==> config.mk <==
export PLATFORM = sky130hd
export DESIGN_NAME = fetch_ctrl
export DESIGN_NICKNAME = d
export VERILOG_FILES = /design/src/rtl/rv32i_types.sv /design/src/rtl/fetch_ctrl.sv
export SDC_FILE = /design/constraint.sdc
export NUM_CORES = 1
export LEC_CHECK = 0
export CORE_MARGIN = 8
export CORE_UTILIZATION = 47
export DETAILED_ROUTE_END_ITERATION = 8
export PLACE_DENSITY = 0.92
export SLEW_MARGIN = 5
export SYNTH_ARGS = -nofsm -noshare
export SYNTH_HDL_FRONTEND = slang
export SYNTH_SLANG_ARGS = --single-unit
==> constraint.sdc <==
create_clock -name clk -period 9.64 [get_ports clk]
set_clock_uncertainty 0.1 [all_clocks]
set_input_delay 0.964 -clock clk [delete_from_list [all_inputs] [get_ports clk]]
set_output_delay 0.964 -clock clk [all_outputs]
set_load 0.02 [all_outputs]
==> src/rtl/rv32i_types.sv <==
// Shared RV32I frontend types.
// Fetch controller state and packet definitions.
package rv32i_types;

    localparam int XLEN = 32;

    localparam logic [3:0] RMASK_WORD = 4'hF;
    localparam logic [3:0] RMASK_NONE = 4'h0;

    typedef enum logic [1:0] {
        IDLE,
        WAIT,
        FLUSH
    } fetch_ctrl_state_t;

    typedef struct packed {
        logic [XLEN-1:0] pc;
        logic [XLEN-1:0] inst;
    } fetch_pkt_t;

    // Instruction addresses are always word aligned.
    function automatic logic [XLEN-1:0] align_pc(
        input logic [XLEN-1:0] a
    );
        return {a[XLEN-1:2], 2'b00};
    endfunction

endpackage

==> src/rtl/fetch_ctrl.sv <==
// Instruction fetch controller.
// One outstanding imem request, credit-gated enqueue.
module fetch_ctrl
    import rv32i_types::*;
#(
    parameter int          QUEUE_DEPTH = 16,
    parameter logic [31:0] RESET_PC    = 32'h1eceb000
) (
    input  logic                             clk,
    input  logic                             rst,
    input  logic                             redirect_valid,
    input  logic [31:0]                      redirect_pc,
    input  logic [$clog2(QUEUE_DEPTH):0]     q_free,
    output logic [31:0]                      imem_addr,
    output logic [3:0]                       imem_rmask,
    input  logic                             imem_resp,
    input  logic [31:0]                      imem_rdata,
    output logic                             enq_valid,
    output logic [31:0]                      enq_pc,
    output logic [31:0]                      enq_inst,
    output logic [31:0]                      fetch_count
);

    localparam int QW = $clog2(QUEUE_DEPTH) + 1;

    fetch_ctrl_state_t state_q, state_d;

    logic [31:0] pc_q, pc_d;
    logic [31:0] addr_q, addr_d;
    logic [3:0]  rmask_q, rmask_d;
    logic [31:0] count_q;

    logic        room;
    logic        push;
    logic        credit;
    logic [31:0] pc_inc;
    logic [31:0] redir_pc;
    fetch_pkt_t  pkt;

    // Push qualification and credit for the next issue.
    always_comb begin
        room     = (q_free != '0);
        push     = (state_q == WAIT) && imem_resp
                   && !redirect_valid && room;
        credit   = (q_free > {{(QW-1){1'b0}}, push});
        pc_inc   = pc_q + 32'd4;
        redir_pc = align_pc(redirect_pc);
    end

    // Enqueue bundle; zero whenever nothing is pushed.
    always_comb begin
        pkt = '0;
        if (push) begin
            pkt.pc   = addr_q;
            pkt.inst = imem_rdata;
        end
    end

    // Next-state, next-pc and request register decode.
    always_comb begin
        state_d = state_q;
        pc_d    = pc_q;
        addr_d  = addr_q;
        rmask_d = rmask_q;
        unique case (state_q)
            IDLE: begin
                if (redirect_valid) begin
                    pc_d = redir_pc;
                end else if (credit) begin
                    addr_d  = pc_q;
                    rmask_d = RMASK_WORD;
                    state_d = WAIT;
                end
            end
            WAIT: begin
                if (redirect_valid) begin
                    pc_d = redir_pc;
                    if (imem_resp) begin
                        rmask_d = RMASK_NONE;
                        state_d = IDLE;
                    end else begin
                        state_d = FLUSH;
                    end
                end else if (imem_resp) begin
                    if (push) begin
                        pc_d = pc_inc;
                        if (credit) begin
                            addr_d  = pc_inc;
                            rmask_d = RMASK_WORD;
                            state_d = WAIT;
                        end else begin
                            rmask_d = RMASK_NONE;
                            state_d = IDLE;
                        end
                    end else begin
                        // No queue room: drop and refetch same pc.
                        rmask_d = RMASK_NONE;
                        state_d = IDLE;
                    end
                end
            end
            FLUSH: begin
                if (redirect_valid) begin
                    pc_d = redir_pc;
                end
                if (imem_resp) begin
                    rmask_d = RMASK_NONE;
                    state_d = IDLE;
                end
            end
            default: begin
                rmask_d = RMASK_NONE;
                state_d = IDLE;
            end
        endcase
    end

    // State, pc and request registers.
    always_ff @(posedge clk or posedge rst) begin
        if (rst) begin
            state_q <= IDLE;
            pc_q    <= RESET_PC;
            addr_q  <= RESET_PC;
            rmask_q <= RMASK_NONE;
        end else begin
            state_q <= state_d;
            pc_q    <= pc_d;
            addr_q  <= addr_d;
            rmask_q <= rmask_d;
        end
    end

    // Count of enqueued instructions, wraps naturally.
    always_ff @(posedge clk or posedge rst) begin
        if (rst) begin
            count_q <= '0;
        end else if (push) begin
            count_q <= count_q + 32'd1;
        end
    end

    assign imem_addr   = addr_q;
    assign imem_rmask  = rmask_q;
    assign enq_valid   = push;
    assign enq_pc      = pkt.pc;
    assign enq_inst    = pkt.inst;
    assign fetch_count = count_q;

endmodule

==> metrics.md <==
| Metric | Value |
|---|---|
| Crit Path Max Fanout | `66` |
| Max_slew headroom | `20.50%` |
| DR WL/cell | `about 18 µm` |
| Tightest Hold Check Type | `reg -> reg` |
| Flop pwr share | `41.9%` |
| Root buf cell | `clkbuf_16` |
| Drt first pass iters | `5` |
| Die Wd | `125.8 µm` |
| # diodes | `0` |
| Net Sw Power | `0.5459 mW` |
| Setup WS post-layout | `5.127 ns` |
| Detail Placement HPWL | `12.70 mm` |
| Nets | `882` |
| Top cells by area, synth | `dfrtp_1 (33%), dfstp_2 (11%), and2_1 (7.3%), xnor2_1 (6.8%), a21oi_1 (6.6%)` |
| Hold Buf Count CTS | `0` |
| Drc violations | `0` |
| Vias/cell | `approximately 5.7` |
| IO Port Bufs | `roughly 200` |
| Area share of the largest cell type after synthesis | `32.69%` |
| Initial antenna violation count | `0` |
| First-pass GRT wire length | `27.37 mm` |
| Combinational Power Share | `35.2%` |
| Static leakage | `~3 nW` |
| Later-pin clock latency in the skew report | `0.34 ns` |
| Post-CTS setup buffers | `0` |
| Post-synth EDFFs | `0` |
| CTS sink cnt | `98` |
| Post-cts resize count | `0` |
| Die height | `125.8 µm` |
| PwrDens | `187.9 mW/mm²` |
| Post-route ant nets | `0` |
| Pin count of the biggest net entering global routing | `79` |
| I/O Pins | `206` |
| Syn Area/Cell | `8.878 µm²` |
| Core area | `0.01191 mm²` |
| Clk slew on worst S/H paths | `0.07 ns` |
| Netlist cell types | `52` |
| Crit path DAT | `about 3.5 ns` |
| Post-Synthesis Cells | `638` |
| Share of layout cells above drive strength 1 | `8.508%` |
| Asr flop ratio synth | `100.0%` |
| CTS tree | `yes` |
| Crit start category | `primary input` |
| VDD IR max | `112.4 µV` |
| Total GRT Usage | `21.16%` |
| Min Hold Slack | `0.3855 ns` |
| Sequential share of the synthesized area | `43.83%` |
| Slew @ Worst Pin | `1.189 ns` |
| DR iter-0 viols | `563` |
| Syn-to-layout area delta | `41.18%` |
| Period utilisation layout | `46.82%` |
| Placed cell area | `0.007712 mm²` |
| CP Capture Type | `primary output` |
| Starting Density | `47.55%` |
| Setup WS pre-CTS | `between 4 and 5 ns` |
| Die Area | `0.01582 mm²` |
| Switching Fraction | `36.33%` |
| FMAX | `221.6 MHz` |
| RSZ-0062 raised after global routing | `false` |
| CP required | `roughly 8.6 ns` |
| Clock Path Buffers | `2` |
| Setup TNS | `0 ns` |
| Max Cap Violations | `0` |
| Status | `completed` |
| Max-slew violation count | `0` |
| Clk pwr share | `between 20% and 30%` |
| Core Rows | `40` |
| Mapped Area | `0.005664 mm²` |
| Final Setup Violations | `0` |
| Final Hold Fails | `0` |
| Seq cells post-synth | `98` |
| Post-Route WL | `~17 mm` |
| Design internal power | `0.9567 mW` |
| Ys Warns | `0` |
| Final Wtd Congestion | `between 0.8 and 0.9` |
| Post-route design area | `between 0.007 and 0.008 mm²` |
| Vias in the first global route | `5259` |
| Htree depth | `3` |
| Most used DFF post-synth | `dfrtp_1` |
| Num CTS Buffers | `9` |
| Period minus WS final | `between 4 and 5 ns` |
| Worst setup path category | `in -> out` |
| Area leader, netlist | `dfrtp_1` |
| DR vias | `5435` |
| Global route overflow | `0` |
-- worst max-delay path, stage by stage --
cell,delay [ns]
clkdlybuf4s50_1,0.55
nand4bb_1,0.40
a21oi_4,0.21
buf_4,0.46
and2_1,0.21
clkdlybuf4s50_1,0.62
-- final cells by class --
cell class / instances / area [µm²]
timing repair buffer: 206 / 2044
tap: 147 / 183.9
clock inverter: 3 / 23.77
sequential: 98 / 2482
fill: 931 / 3915
multi-input combinational: 485 / 2977
clock buffer: 13 / 260.3
inverter: 6 / 25.02
-- sequential cells by signal, summed over array words and instances (netlist names) --
| name | flops |
|---|---|
| imem_rmask | 4 |
| state_q | 2 |
| fetch_count | 32 |
| imem_addr | 30 |
| pc_q | 30 |
-- layout by cell type (no fill, tap or decap), drive strengths merged, types with 21 or more instances in the layout --
cell	count
a21oi	75
and2	66
clkdlybuf4s50	199
dfrtp	74
dfstp	24
nand2	38
nand3	33
nand4	21
nor2	60
o21ai	24
xnor2	44
-- stage by stage --
stage | instances | power, mW | utilization [%]
4_1_cts | 958 | 1.512 | 67.13
3_5_place_dp | 942 | 1.162 | 64.75
5_1_grt | 958 | 1.581 | 67.13
2_1_floorplan | 641 | 0.9163 | -
6_report | 958 | 1.503 | 67.13
3_3_place_gp | 942 | 1.144 | 64.75
-- cell usage after synthesis, types with 8 or more instances --
| cell | n |
|---|---|
| xor2_1 | 16 |
| xnor2_1 | 44 |
| and3_1 | 12 |
| nand2_1 | 38 |
| nand3_1 | 33 |
| a21oi_1 | 75 |
| buf_2 | 8 |
| nor2_1 | 60 |
| dfrtp_1 | 74 |
| nand4_1 | 19 |
| o21ai_0 | 24 |
| clkbuf_1 | 36 |
| dfstp_2 | 24 |
| o22ai_1 | 10 |
| and2_1 | 66 |
-- cell families (layout without fill, tap and decap cells) --
| family | Yosys count | after routing | synth area share [%] |
|---|---|---|---|
| AOI/OAI and AO/OA | 146 | 146 | 15.15 |
| xor gates and xnor gates | 60 | 60 | 9.278 |
| adders and majority gates | 3 | 3 | 0.6628 |
| buffers and inverters | 58 | 228 | 4.374 |
| DFF | 98 | 98 | 43.83 |
| muxes | 1 | 1 | 0.1988 |
| other | 1 | 4 | 0.06621 |
| and+or+nand+nor | 271 | 271 | 26.44 |
-- path summary, 6_finish.rpt --
| check | from | to | slack [ns] | depth (start not counted) |
|---|---|---|---|---|
| min in group asynchronous | rst | fetch_count[5]$_DFFE_PP0N_ | 0.84 | 2 |
| worst max register to register | state_q[0]$_DFFE_PP0P_ | imem_addr[8]$_DFFE_PP0P_ | 6.14 | 9 |
| worst min-delay path | imem_rmask[1]$_DFFE_PP0P_ | imem_rmask[1]$_DFFE_PP0P_ | 0.39 | 1 |
| worst max-delay path | redirect_valid | enq_inst[23] | 5.13 | 6 |
| worst min register to register | imem_rmask[1]$_DFFE_PP0P_ | imem_rmask[1]$_DFFE_PP0P_ | 0.39 | 1 |
| max in group asynchronous | rst | imem_addr[2]$_DFFE_PP0P_ | 7.34 | 3 |
-- per-layer routing --
metal  global-route usage, %  routed length [µm]
met4                   6.653                 269
met1                   25.55                7116
met2                   36.49                8488
met5                       0                   0
met3                   5.105                1350
-- power groups by stage --
stage / clock network (mW) / logic [mW] / registers (mW)
global route: 0.369 / 0.567 / 0.645
detailed placement: 0 / 0.527 / 0.635
global placement: 0 / 0.515 / 0.629
finish: 0.345 / 0.528 / 0.629
floorplan: 0 / 0.255 / 0.662
CTS: 0.352 / 0.532 / 0.628
Power figures use the tool's default switching activity.
